## src/rtl/fwd_sel_unit_pkg.sv

```systemverilog
// Shared definitions for the EX operand forwarding-select logic: select codes
// and the bit layout of a tag-pipeline entry.
package fwd_sel_unit_pkg;

    localparam logic [1:0] FWD_RF  = 2'b00;
    localparam logic [1:0] FWD_MEM = 2'b01;
    localparam logic [1:0] FWD_WB  = 2'b10;
    localparam logic [1:0] FWD_RET = 2'b11;

    // Tag entry: {rd, mem_read, reg_write, valid}, rd occupying the top bits.
    localparam int unsigned TAG_VALID = 0;
    localparam int unsigned TAG_RW    = 1;
    localparam int unsigned TAG_MR    = 2;
    localparam int unsigned TAG_RD    = 3;

    function automatic int unsigned tag_width(input int unsigned width_tag);
        return width_tag + 3;
    endfunction

endpackage

```

## src/rtl/fwd_sel_unit_match.sv

```systemverilog
// Per-operand producer match: picks the youngest matching in-flight tag and
// flags a load in EX that the operand depends on.
module fwd_sel_match
    import fwd_sel_unit_pkg::*;
#(
    parameter int unsigned WIDTH_TAG = 5
) (
    input  logic [WIDTH_TAG-1:0] rs,
    input  logic                 use_rs,
    input  logic [WIDTH_TAG+2:0] ex_tag,
    input  logic [WIDTH_TAG+2:0] mem_tag,
    input  logic [WIDTH_TAG+2:0] wb_tag,
    output logic [1:0]           sel,
    output logic                 load_hit
);

    function automatic logic tag_hit(input logic [WIDTH_TAG+2:0] t,
                                     input logic [WIDTH_TAG-1:0] r);
        return t[TAG_VALID] & t[TAG_RW] & (t[TAG_RD +: WIDTH_TAG] == r);
    endfunction

    logic ex_hit, mem_hit, wb_hit;

    always_comb begin
        ex_hit   = tag_hit(ex_tag, rs);
        mem_hit  = tag_hit(mem_tag, rs);
        wb_hit   = tag_hit(wb_tag, rs);
        sel      = FWD_RF;
        load_hit = 1'b0;
        if (use_rs && (rs != '0)) begin
            if (ex_hit) begin
                sel = FWD_MEM;
            end else if (mem_hit) begin
                sel = FWD_WB;
            end else if (wb_hit) begin
                sel = FWD_RET;
            end
            load_hit = ex_hit & ex_tag[TAG_MR];
        end
    end

endmodule

```

## src/rtl/fwd_sel_unit.sv

```systemverilog
// Tag pipeline (EX/MEM/WB/RET) producing registered EX forwarding selects,
// load-use stall detection with a single bubble, and a stall counter.
module fwd_sel_unit
    import fwd_sel_unit_pkg::*;
#(
    parameter int unsigned WIDTH_TAG = 5,
    parameter int unsigned CNT_WIDTH = 32
) (
    input  logic                 clk,
    input  logic                 reset_n,
    input  logic                 id_valid,
    input  logic [WIDTH_TAG-1:0] id_rs1,
    input  logic [WIDTH_TAG-1:0] id_rs2,
    input  logic                 id_use_rs1,
    input  logic                 id_use_rs2,
    input  logic [WIDTH_TAG-1:0] id_rd,
    input  logic                 id_reg_write,
    input  logic                 id_mem_read,
    input  logic                 flush,
    input  logic                 mem_stall,
    output logic [1:0]           fwd_sel_a,
    output logic [1:0]           fwd_sel_b,
    output logic                 stall_id,
    output logic                 ex_valid,
    output logic [CNT_WIDTH-1:0] stall_count
);

    localparam int unsigned TagW = tag_width(WIDTH_TAG);

    logic [TagW-1:0]      ex_q, mem_q, wb_q, ret_q;
    logic [TagW-1:0]      id_tag, mem_d;
    logic [1:0]           sel_a_d, sel_b_d, sel_a_q, sel_b_q;
    logic                 hit_a, hit_b;
    logic [CNT_WIDTH-1:0] stall_count_q;

    fwd_sel_match #(.WIDTH_TAG(WIDTH_TAG)) u_match_a (
        .rs       (id_rs1),
        .use_rs   (id_use_rs1),
        .ex_tag   (ex_q),
        .mem_tag  (mem_q),
        .wb_tag   (wb_q),
        .sel      (sel_a_d),
        .load_hit (hit_a)
    );

    fwd_sel_match #(.WIDTH_TAG(WIDTH_TAG)) u_match_b (
        .rs       (id_rs2),
        .use_rs   (id_use_rs2),
        .ex_tag   (ex_q),
        .mem_tag  (mem_q),
        .wb_tag   (wb_q),
        .sel      (sel_b_d),
        .load_hit (hit_b)
    );

    always_comb begin
        stall_id                    = id_valid & (hit_a | hit_b) & ~flush;
        id_tag                      = '0;
        id_tag[TAG_VALID]           = id_valid & ~stall_id & ~flush;
        id_tag[TAG_RW]              = id_reg_write;
        id_tag[TAG_MR]              = id_mem_read;
        id_tag[TAG_RD +: WIDTH_TAG] = id_rd;
        mem_d                       = ex_q;
        mem_d[TAG_VALID]            = ex_q[TAG_VALID] & ~flush;
    end

    always_ff @(posedge clk) begin
        if (!reset_n) begin
            ex_q          <= '0;
            mem_q         <= '0;
            wb_q          <= '0;
            ret_q         <= '0;
            sel_a_q       <= FWD_RF;
            sel_b_q       <= FWD_RF;
            stall_count_q <= '0;
        end else if (!mem_stall) begin
            ret_q   <= wb_q;
            wb_q    <= mem_q;
            mem_q   <= mem_d;
            ex_q    <= id_tag;
            // A bubble entering EX must not steer the operand muxes.
            sel_a_q <= id_tag[TAG_VALID] ? sel_a_d : FWD_RF;
            sel_b_q <= id_tag[TAG_VALID] ? sel_b_d : FWD_RF;
            if (stall_id) begin
                stall_count_q <= stall_count_q + CNT_WIDTH'(1);
            end
        end
    end

    assign fwd_sel_a   = sel_a_q;
    assign fwd_sel_b   = sel_b_q;
    assign ex_valid    = ex_q[TAG_VALID];
    assign stall_count = stall_count_q;

endmodule

```

## config.mk

```make
export PLATFORM = sky130hd
export DESIGN_NAME = fwd_sel_unit
export DESIGN_NICKNAME = d
export VERILOG_FILES = /design/src/rtl/fwd_sel_unit_pkg.sv /design/src/rtl/fwd_sel_unit_match.sv /design/src/rtl/fwd_sel_unit.sv
export SDC_FILE = /design/constraint.sdc
export NUM_CORES = 1
export LEC_CHECK = 0
export BUFFER_PORTS_ARGS = -buffer_cell sky130_fd_sc_hd__buf_2
export CAP_MARGIN = 20
export CORE_MARGIN = 4
export CORE_UTILIZATION = 31
export CTS_CLUSTER_SIZE = 14
export DETAILED_ROUTE_END_ITERATION = 10
export PLACE_DENSITY = 0.47
export RECOVER_POWER = 50
export SYNTH_ARGS = -nofsm -noshare
export SYNTH_HDL_FRONTEND = slang
export SYNTH_SLANG_ARGS = --single-unit
```

## constraint.sdc

```tcl
create_clock -name clk -period 2.75 [get_ports clk]
set_input_delay 0 -clock clk [delete_from_list [all_inputs] [get_ports clk]]
set_output_delay 0 -clock clk [all_outputs]
set_load 0.01 [all_outputs]
```

==> qor.yml, run 1 <==
status:
  status: "finished with violations"
  violations: "max-capacitance violations, max-slew violations"
global_routing:
  overflow: 0
  grt_use_total_pct: 14.0
  grt_pass1_vias: 2732
  antenna_found_initial: 0
  grt_first_pass_wirelength_um: 14400
  grt_max_degree: 45
yosys:
  yosysWarnings: 0
  netlist_area_sq_um: 3310
  synth_edf_count: 0
  synthSimpleGateAreaFrac_pct: 28.1
  synth-seq-cells: 58
  syn_inst: 375
  syn-mean-instance-area_sq_um: 8.83
  synth_compound_area_share_pct: 9.14
  synth.area.mux_share_pct: 15.7
  synth-seq-area-share_pct: 35.1
  synth_top_family_by_area: "simple AND/OR/NAND/NOR gates"
  ys_types: 41
  synthesis.nets: 400
  synth_xor_area_share_pct: 7.93
  synth_fa_ha_area_share_pct: 0.378
  synthArstFlopShare_pct: 0
  synthFlopType: "dfxtp_1"
power:
  power_density_nw_per_um2: 453
  seq_power_share_pct: 48.4
  p_int_mw: 1.34
  p_sw_mw: 0.453
  combPwrFrac_pct: 8.7
  peakVddDrop_mv: 0.198
  p_leak_nw: 1.39
  switching_share_pct: 25.3
  p_clk_share_pct: 42.9
detailed_routing:
  viasPerCell: 4.92
  first_pass_iters: 4
  drc: 0
  drtAntennaViolNets: 0
  wire_per_inst_um: 14.8
  drt-total-wl_um: 8600
  drt_iter0_drc: 127
  num_vias: 2854
die:
  start_util_pct: 31.9
  ios: 62
  die_y_um: 111
  core_sq_um: 10400
  die_area_sq_um: 12400
  row_count: 37
  die_x_um: 111
setup_path:
  endpoint: "stall_id"
  r2r_start: "ex_q[5]"
  critPathLaunch: "ex_q[5]"
  worstPathRequired_ps: 2750
  start_kind: "register"
  critPathArrivalTime_ps: 2380
  cp_max_fo: 14
  timing.rr.end: "stall_count[24]"
  rrSetupSlack_ps: 440
  r2r_cells: 6
  critPathKind: "reg -> out"
  cp-end-kind: "primary output"
sta:
  rsz0062_at_grt: "false"
  tightest_slew_ps: 1680
  setup_viol: 0
  max_freq_mhz: 420
  final-max-slew-violation-count: 27
  clock_skew_ps: 17.3
  min_period_over_period_pct: 86.6
  slew_headroom_pct: -12.1
  tns_ps: 0
  finalHoldViolations: 0
  layout_min_cycle_time_ps: 2380
cells_and_area:
  n_fill_cell: 1110
  regArea_sq_um: 1160
  drive_gt1_share_pct: 14.2
  design_area_sq_um: 3950
  layout.nets: 464
  area_delta_synth_final_pct: 19.2
  multi_input_area_sq_um: 2030
  diodes: 0
placed_design:
  gp_congestion: 0.819
  place_area_sq_um: 3730
  dp_hpwl_um: 6260
  numPortBuffers: 61
cts:
  postCtsSetupRepairBufs: 0
  cts_hold_buf: 7
  root_buffer: "clkbuf_8"
  numCtsBuffers: 9
  h-tree-depth: 3
  clk_pin_slew_ps: 70
  clockBufferDepth: 2
  clock_latency_ps: 340
  clock_sinks: 58
  cts_resized: 0
  cts_tree: "yes"
min_path:
  hp-class: "in -> reg"
flow_run:
  cap_violations: 1
==> power by group through the flow <==
stage / registers [mW] / clock network (mW) / logic, mW
6_report: 0.865 / 0.767 / 0.156
5_1_grt: 0.867 / 0.843 / 0.173
3_5_place_dp: 0.884 / 0 / 0.149
2_1_floorplan: 0.881 / 0 / 0.0997
3_3_place_gp: 0.884 / 0 / 0.149
4_1_cts: 0.865 / 0.800 / 0.157
==> Yosys cell counts (4+ instances only) <==
| cell type | number | share of area [%] |
|---|---|---|
| a21oi_1 | 21 | 3.2 |
| nor2b_1 | 22 | 4.2 |
| nand2_1 | 47 | 5.3 |
| a211oi_1 | 7 | 1.6 |
| xnor2_1 | 16 | 4.2 |
| nand4_1 | 21 | 4.0 |
| xor2_1 | 14 | 3.7 |
| o41ai_1 | 4 | 1.1 |
| mux2i_1 | 52 | 16 |
| o21ai_0 | 4 | 0.60 |
| nor2_1 | 5 | 0.57 |
| clkbuf_1 | 12 | 1.4 |
| and3_1 | 4 | 0.76 |
| dfxtp_1 | 58 | 35 |
| and4_1 | 4 | 1.1 |
| nand2b_1 | 29 | 5.5 |
| nor3_1 | 5 | 0.76 |
| buf_2 | 4 | 0.60 |
| nand3_1 | 15 | 2.3 |
==> stage by stage <==
stage                     total power [mW]  util (%)  instances  hold WS (ps)  setup slack, ps
after floorplan                      0.981         -        375           166              922
after global placement                1.03      36.0        557           259              561
after detailed placement              1.03      36.0        557           264              458
after CTS                             1.82      38.5        580          3.76              330
after global routing                  1.88      38.1        580          34.3              216
final                                 1.79      38.1        580          22.0              368
==> cells by family (layout without fill, tap and decap cells) <==
| group | Yosys count | in the layout |
|---|---|---|
| multiplexers | 52 | 52 |
| XOR/XNOR | 30 | 30 |
| flip-flops | 58 | 58 |
| buffers and inverters | 25 | 94 |
| AND/OR/NAND/NOR | 164 | 164 |
| adder cells (fa/ha/maj) | 1 | 1 |
| AO/OA/AOI/OAI | 45 | 45 |
==> state kept, by name, summed over array words and instances, names as in the netlist <==
signal / flops
fwd_sel_b: 2
stall_count: 32
ex_q: 8
fwd_sel_a: 2
wb_q: 7
mem_q: 7
==> placed cells by master (no fill, tap or decap), types with 5 or more instances in the layout <==
| master | instances |
|---|---|
| nand2b_1 | 29 |
| nor2_1 | 5 |
| nand4_1 | 21 |
| nor2b_1 | 22 |
| nor3_1 | 5 |
| clkbuf_1 | 30 |
| nand2_1 | 47 |
| xor2_1 | 14 |
| buf_4 | 7 |
| a21oi_1 | 21 |
| clkbuf_8 | 9 |
| mux2i_1 | 52 |
| buf_2 | 33 |
| dfxtp_1 | 58 |
| a211oi_1 | 7 |
| xnor2_1 | 16 |
| nand3_1 | 15 |
| dlygate4sd3_1 | 7 |
==> layer usage <==
metal	vias to the layer above	wire length [um]	share of wire (%)	global-route usage, %
met1	1331	4420	51	20.1
met5	-	0	0	0
met2	46	3780	44	21.1
met4	0	83	0.97	3.89
met3	7	315	3.7	3.37
li1	1470	-	-	-
==> final cells by class <==
cell class	count	area share (%)
Clock buffer	10	3.23
Clock inverter	6	1.46
Inverter	2	0.190
Multi-Input combinational cell	292	51.4
Sequential cell	58	29.4
Tap cell	136	4.31
Timing Repair Buffer	76	10.0
==> worst max-delay path, stage by stage (launching register included) <==
cell and delay, ps:
dfxtp_1 350, xor2_1 180, nor4_2 390, nand4_2 410, buf_4 320, nand2_4 90, and3b_1 180, buf_2 130
==> worst min-delay path by stage <==
stage	from	endpoint	slack, ps	cells past startpoint
finish	id_use_rs2	fwd_sel_b[0]	20	3
global route	id_use_rs2	fwd_sel_b[1]	30	3
CTS	id_use_rs2	fwd_sel_b[0]	4	3
detailed placement	id_rd[1]	ex_q[4]	260	3
global placement	id_mem_read	ex_q[2]	260	3
floorplan	id_reg_write	ex_q[1]	170	2
Note: power is estimated with default switching activity, not from simulation.
==> inputs of run 2 (changes only) <==
- CELL_PAD_IN_SITES_DETAIL_PLACEMENT: default -> 0
- CELL_PAD_IN_SITES_GLOBAL_PLACEMENT: default -> 1
- PLACE_DENSITY: 0.47 -> 0.59
- SETUP_SLACK_MARGIN: default -> 0.5
==> run 2 against run 1 <==
Against the previous run:
- the flow still finishes with violations (max-capacitance violations, max-slew violations)
- critical endpoint is now stall_count[24]
- critical path depth is 1 lower
- total power is 2.1% lower
- sequential power hardly changed
- worst setup slack better by 300 ps
- combinational power is 4% higher
- hold slack better by 54 ps
- final area is 1.6% higher
- clock power is 5.7% lower
- first-iteration DRC count is 5.5% higher
- critical path type is now reg -> reg
- global-route usage is 0.38 points higher
- non-clock buffer count is 5 higher
==> qor.yml, run 2 (synthesis gave the netlist of run 1 again) <==
die:
  core_sq_um: 10400  # unchanged
  die_y_um: 111  # unchanged
  start_util_pct: 31.9  # unchanged
  die_x_um: 111  # unchanged
  row_count: 37  # unchanged
  ios: 62  # unchanged
  die_area_sq_um: 12400  # unchanged
min_path:
  min_from: "flush"
  whs_path_depth: 4  # +1
  hold_end: "mem_q[0]"
  hp-class: "in -> reg"
power:
  peakVddDrop_mv: 0.146  # -26%
  p_clk_share_pct: 41.3  # -1.6 points
  p_sw_mw: 0.496  # +9.6%
  total_power_mw: 1.75  # -2.1%
  switching_share_pct: 28.3  # +3.0 points
  seq_power_share_pct: 49.4  # +1.0 points
  p_leak_nw: 1.41  # +0.97%
  p_int_mw: 1.26  # -6.0%
  combPwrFrac_pct: 9.3  # +0.6 points
  power_density_nw_per_um2: 436  # -3.7%
cts:
  clock_sinks: 58  # unchanged
  root_buffer: "clkbuf_8"
  h-tree-depth: 3  # unchanged
  numCtsBuffers: 9  # unchanged
  clockBufferDepth: 2  # unchanged
  clk_pin_slew_ps: 70  # about the same
  clock_latency_ps: 340  # about the same
  cts_tree: "yes"
detailed_routing:
  drt_iter0_drc: 134  # +5.5%
  drtAntennaViolNets: 0  # unchanged
  wire_per_inst_um: 15.2  # +2.4%
  first_pass_iters: 4  # unchanged
  num_vias: 2917  # +2.2%
  drc: 0  # unchanged
  drt-total-wl_um: 8880  # +3.3%
  viasPerCell: 4.99  # +1.3%
placed_design:
  numPortBuffers: 61  # unchanged
  dp.cells: 558  # +0.18%
  dp_hpwl_um: 6290  # +0.55%
  gp_congestion: 0.806  # -1.6%
cells_and_area:
  n_fill_cell: 1138  # +2.5%
  final_common_cell: "dfxtp_1"
  diodes: 0  # unchanged
  layout.nets: 469  # +1.1%
  drive_gt1_share_pct: 14.9  # +0.73 points
  largest_register_ffs: 32  # unchanged
  layout_common_cells: "58 x dfxtp_1, 52 x mux2i_1, 47 x nand2_1"
  area_delta_synth_final_pct: 21.2
  final_cells: 585  # +0.86%
  fin_util_pct: 38.7  # +0.63 points
global_routing:
  grt_first_pass_wirelength_um: 14500  # +1.1%
  grt_max_degree: 43  # -4.4%
  overflow: 0  # unchanged
  grt_pass1_vias: 2754  # +0.81%
  grt_use_total_pct: 14.4  # +0.38 points
  antenna_found_initial: 0  # unchanged
  top_usage_layer: "met2"
  grt.met2_usage_pct: 21.2  # +0.12 points
  grt_util_met1_pct: 20.6  # +0.49 points
  globalRouteMet3Util_pct: 3.42  # +0.054 points
status:
  status: "finished with violations"
  violations: "max-capacitance violations, max-slew violations"
setup_path:
  cp-end-kind: "register"
  start_kind: "register"
  critPathArrivalTime_ps: 2360  # -20 ps
  rrSetupSlack_ps: 670  # +230 ps
  critPathKind: "reg -> reg"
  cp_max_fo: 8  # -6
  timing.rr.end: "stall_count[24]"
  worstPathRequired_ps: 3030  # +280 ps
  r2r_start: "ex_q[5]"
  r2r_cells: 6  # unchanged
sta:
  final-max-slew-violation-count: 43  # +59%
  layout_min_cycle_time_ps: 2080  # -300 ps
  min_period_over_period_pct: 75.7  # -11 points
  slew_headroom_pct: -15.4  # -3.4 points
  rsz0062_at_grt: "false"
  tightest_slew_ps: 1730  # +50.3 ps
  whs_ps: 75.8  # +53.8 ps
  setup_viol: 0  # unchanged
  max_freq_mhz: 480  # +14%
  finalHoldViolations: 0  # unchanged
  clock_skew_ps: 7.78  # -9.56 ps
  tns_ps: 0  # unchanged
flow_run:
  cap_violations: 1  # unchanged
==> run 2: cell count changes in the layout (fill, tap and decap cells not counted), moves of 2 or more <==
cell	change
clkinvlp_4	+3
a2111oi_1	+2
dlygate4sd3_1	+2
clkinv_4	+3
clkinv_2	-4
a2111oi_0	-2
buf_4	+3
==> run 2: layer usage <==
| layer | vias to the layer above | wire, um |
|---|---|---|
| li1 | 1481 | - |
| met1 | 1363 | 4550 |
| met2 | 62 | 3800 |
| met3 | 11 | 411 |
| met4 | 0 | 121 |
| met5 | - | 0 |
==> run 2: worst max path at each step <==
stage                         from               to  slack (ps)
floorplan           stall_count[6]  stall_count[21]         920
global placement           ex_q[5]  stall_count[21]         490
detailed placement         ex_q[5]  stall_count[28]         430
CTS                        ex_q[5]  stall_count[28]         540
global route               reset_n   stall_count[3]         460
finish                     ex_q[5]  stall_count[24]         670
==> run 2: power by group through the flow <==
stage / clock (mW) / sequential, mW / combinational (mW)
floorplan: 0 / 0.881 / 0.0997
global placement: 0 / 0.884 / 0.149
detailed placement: 0 / 0.885 / 0.149
CTS: 0.753 / 0.865 / 0.161
global route: 0.792 / 0.867 / 0.179
finish: 0.723 / 0.865 / 0.163
==> run 2: cell type report <==
type / count / area, sq um / share of cell area, %
multi-input cells: 292 / 2060 / 51.2
flip-flops and latches: 58 / 1160 / 28.9
repair buffers: 81 / 439 / 10.9
well taps: 136 / 170 / 4.24
clock buffers: 9 / 124 / 3.09
clock inverters: 7 / 56.3 / 1.40
inverters: 2 / 7.51 / 0.187
==> run 2: per-stage QoR <==
stage               area, sq um  setup slack (ps)
global route               4010               465
CTS                        4030               541
detailed placement         3740               426
global placement           3740               492
floorplan                  3310               922
finish                     4010               668
==> run 2: critical path: stages (launching register included) <==
cell and delay [ps]:
dfxtp_1 360, xor2_1 180, nor4_2 440, nand4_4 240
buf_4 230, a2111oi_2 360, mux2i_1 210
==> run 2: timing repair <==
action	4_1_cts	5_1_grt
pin swaps	0	2
gates resized for setup	2	3
endpoints found under the setup margin	9	10
setup buffers	0	2
hold endpoints to repair	10	0
hold buffers	9	0
==> inputs of run 3 (changes only) <==
- ABC_AREA: default -> 1
- PLACE_DENSITY: 0.59 -> 0.64
- clock period: 2.75 -> 2.08 ns (I/O delays scaled with it)
==> run 3 against run 2 <==
Against the previous run:
- the flow now finishes without violations
- sequential power is 34% higher
- via count up 30%
- total power rose by 47%
- hold slack worse by 11 ps
- cell count grew 40%
- highest routed layer unchanged
- clock skew is 1.9 ps lower
- critical path depth increased by 6
- synthesized cell count is 53% higher
- area after synthesis grew 4.5%
- core utilization increased by 4.9 points
- sequential cell count unchanged
==> qor.yml, run 3 <==
cells_and_area:
  largest_register_ffs: 32  # unchanged
  multi_input_area_sq_um: 2120  # +3.1%
  layout.nets: 699  # +49%
  area_delta_synth_final_pct: 37.4
  final_common_cell: "nand2_1"
  drive_gt1_share_pct: 22.5  # +7.6 points
  diodes: 0  # unchanged
  n_fill_cell: 1181  # +3.8%
  regArea_sq_um: 1170  # +0.97%
  layout_common_cells: "147 x nand2_1, 88 x nor2_1, 86 x inv_1"
sta:
  tightest_slew_ps: 1070  # -662 ps
  tns_ps: 0  # unchanged
  clock_skew_ps: 5.88  # -1.90 ps
  min_period_over_period_pct: 86.6  # +11 points
  final-max-slew-violation-count: 0  # -100%
  slew_headroom_pct: 28.7  # +44 points
  setup_viol: 0  # unchanged
  rsz0062_at_grt: "true"
  layout_min_cycle_time_ps: 1800  # -281 ps
  finalHoldViolations: 0  # unchanged
  max_freq_mhz: 555  # +16%
global_routing:
  grt_util_met1_pct: 22.7  # +2.1 points
  grt.met2_usage_pct: 29.1  # +7.9 points
  grt_pass1_vias: 3573  # +30%
  overflow: 0  # unchanged
  grt_max_degree: 30  # -30%
  antenna_found_initial: 0  # unchanged
  grt_first_pass_wirelength_um: 18100  # +25%
  globalRouteMet3Util_pct: 3.45  # +0.024 points
  grt_use_total_pct: 17.9  # +3.5 points
  top_usage_layer: "met2"
setup_path:
  r2r_cells: 12  # +6
  cp-end-kind: "register"
  path_cells: "ha_4 > nand2_4 > nor2_4 > nand2_4 > nor2_4 > nand4_4 > nor2_4 > nand2_1 > nor2_2 > nand2_1 > nand2_1 > nor2_1"
  critPathMaxStageDelay_ps: 440  # about the same
  critPathArrivalTime_ps: 2060  # -300 ps
  cp_max_fo: 5  # -3
  endpoint: "stall_count[28]"
  timing.rr.end: "stall_count[28]"
  worstPathRequired_ps: 2340  # -690 ps
  start_kind: "register"
  critPathLaunch: "stall_count[0]"
  rrSetupSlack_ps: 280  # -390 ps
  r2r_start: "stall_count[0]"
  critPathKind: "reg -> reg"
  cp_slowest_cell: "dfxtp_1"
detailed_routing:
  drt_iter0_drc: 201  # +50%
  first_pass_iters: 4  # unchanged
  viasPerCell: 4.64  # -6.9%
  wire_per_inst_um: 13.4  # -12%
  drtAntennaViolNets: 0  # unchanged
  drt-total-wl_um: 11000  # +24%
  num_vias: 3802  # +30%
  drc: 0  # unchanged
yosys:
  synth_edf_count: 0  # unchanged
  yosys.area.top_type: "dfxtp_1"
  synth-seq-area-share_pct: 33.6  # -1.5 points
  synth-seq-cells: 58  # unchanged
  ys_types: 28  # -32%
  syn_inst: 574  # +53%
  synthFlopType: "dfxtp_1"
  synthMostInstantiatedCell: "nand2_1"
  yosysWarnings: 0  # unchanged
  netlist_area_sq_um: 3460  # +4.5%
  synthTopCellsByCount: "155 x nand2_1, 101 x nor2_1, 90 x inv_1"
  synthesis.nets: 599  # +50%
  synth_area_leaders: "dfxtp_1 34%, nand2_1 17%, nor2_1 11%"
  synthArstFlopShare_pct: 0  # unchanged
  syn-mean-instance-area_sq_um: 6.03  # -32%
  netlist.area_leader.share_pct: 33.6  # -1.5 points
power:
  total_power_mw: 2.58  # +47%
  power_density_nw_per_um2: 543  # +24%
  p_leak_nw: 2.06  # +47%
  peakVddDrop_mv: 0.336  # +130%
cts:
  cts_tree: "yes"
  numCtsBuffers: 9  # unchanged
  clock_sinks: 58  # unchanged
  clk_pin_slew_ps: 70  # about the same
  clockBufferDepth: 2  # unchanged
  h-tree-depth: 3  # unchanged
  root_buffer: "clkbuf_8"
  clock_latency_ps: 360  # +20 ps
die:
  core_sq_um: 10900  # +5.0%
  start_util_pct: 31.8  # -0.16 points
  ios: 62  # unchanged
  die_y_um: 114  # +2.0%
  die_area_sq_um: 12900  # +4.1%
  die_x_um: 114  # +2.0%
  row_count: 38  # +2.7%
placed_design:
  dp_hpwl_um: 7680  # +22%
  gp_congestion: 0.871  # +8.1%
  numPortBuffers: 61  # unchanged
flow_run:
  cap_violations: 0  # -1
min_path:
  hp-class: "in -> reg"
status:
  status: "complete, no violations"
-- run 3: per-stage QoR --
| stage | hold slack (ps) | cells | utilization, % | worst slack (ps) | area [sq um] |
|---|---|---|---|---|---|
| after floorplan | 152 | 574 | - | 457 | 3500 |
| after global placement | 238 | 766 | 36.3 | 224 | 3950 |
| after detailed placement | 265 | 766 | 36.3 | 219 | 3950 |
| after CTS | 38.7 | 813 | 42.8 | 381 | 4660 |
| after global routing | 79.7 | 819 | 43.7 | 158 | 4750 |
| final | 65.2 | 819 | 43.7 | 279 | 4750 |
-- run 3: kinds of logic after synthesis --
family          count (synthesis)  share of synthesized area (%)
fa+ha+maj                       1                          0.362
compound gates                 79                           12.4
buf+inv                       109                           12.8
xor+xnor                        4                           1.01
simple gates                  323                           39.9
flops                          58                           33.6
-- run 3: worst min path at each step --
| stage | startpoint | endpoint | slack [ps] | cells past startpoint |
|---|---|---|---|---|
| 2_1_floorplan | id_reg_write | ex_q[1] | 150 | 2 |
| 3_3_place_gp | id_reg_write | ex_q[1] | 240 | 3 |
| 3_5_place_dp | id_reg_write | ex_q[1] | 270 | 3 |
| 4_1_cts | mem_stall | ex_q[2] | 40 | 2 |
| 5_1_grt | mem_stall | mem_q[0] | 80 | 3 |
| 6_report | mem_stall | ex_q[2] | 70 | 2 |
-- run 3: timing repair --
| item | CTS | global route |
|---|---|---|
| gates resized for setup | 54 | 33 |
| setup buffers | 20 | 6 |
| hold buffers | 8 | 0 |
| pin swaps | 26 | 12 |
| endpoints found under the hold margin | 8 | 0 |
| cloned | 3 | 0 |
| endpoints found under the setup margin | 33 | 38 |
-- run 3: layer usage --
layer  up-vias  share of wire, %  routed length [um]
met2        73                48                5290
met3        16               4.2                 460
met5         -                 0                   0
met1      1719                46                5040
met4         0               2.0                 219
li1       1994                 -                   -
-- run 3: cell type report --
class | instances | share of cell area [%]
Timing Repair Buffer | 105 | 15.3
Tap cell | 140 | 3.69
Sequential cell | 58 | 24.7
Clock buffer | 9 | 2.61
Multi-Input combinational cell | 407 | 44.6
Clock inverter | 7 | 1.76
Inverter | 93 | 7.40
-- run 3: power breakdown --
part | internal, mW | switching, mW
clock network | 0.660 | 0.500
logic | 0.0920 | 0.163
registers | 1.14 | 0.0272
total | 1.89 | 0.691
-- run 3: critical path: cells and delay by family (launching register included) --
kind / cells / cell delay (ps)
flip-flops: 1 / 440
AND/OR/NAND/NOR: 11 / 1060
adder cells (fa/ha/maj): 1 / 190
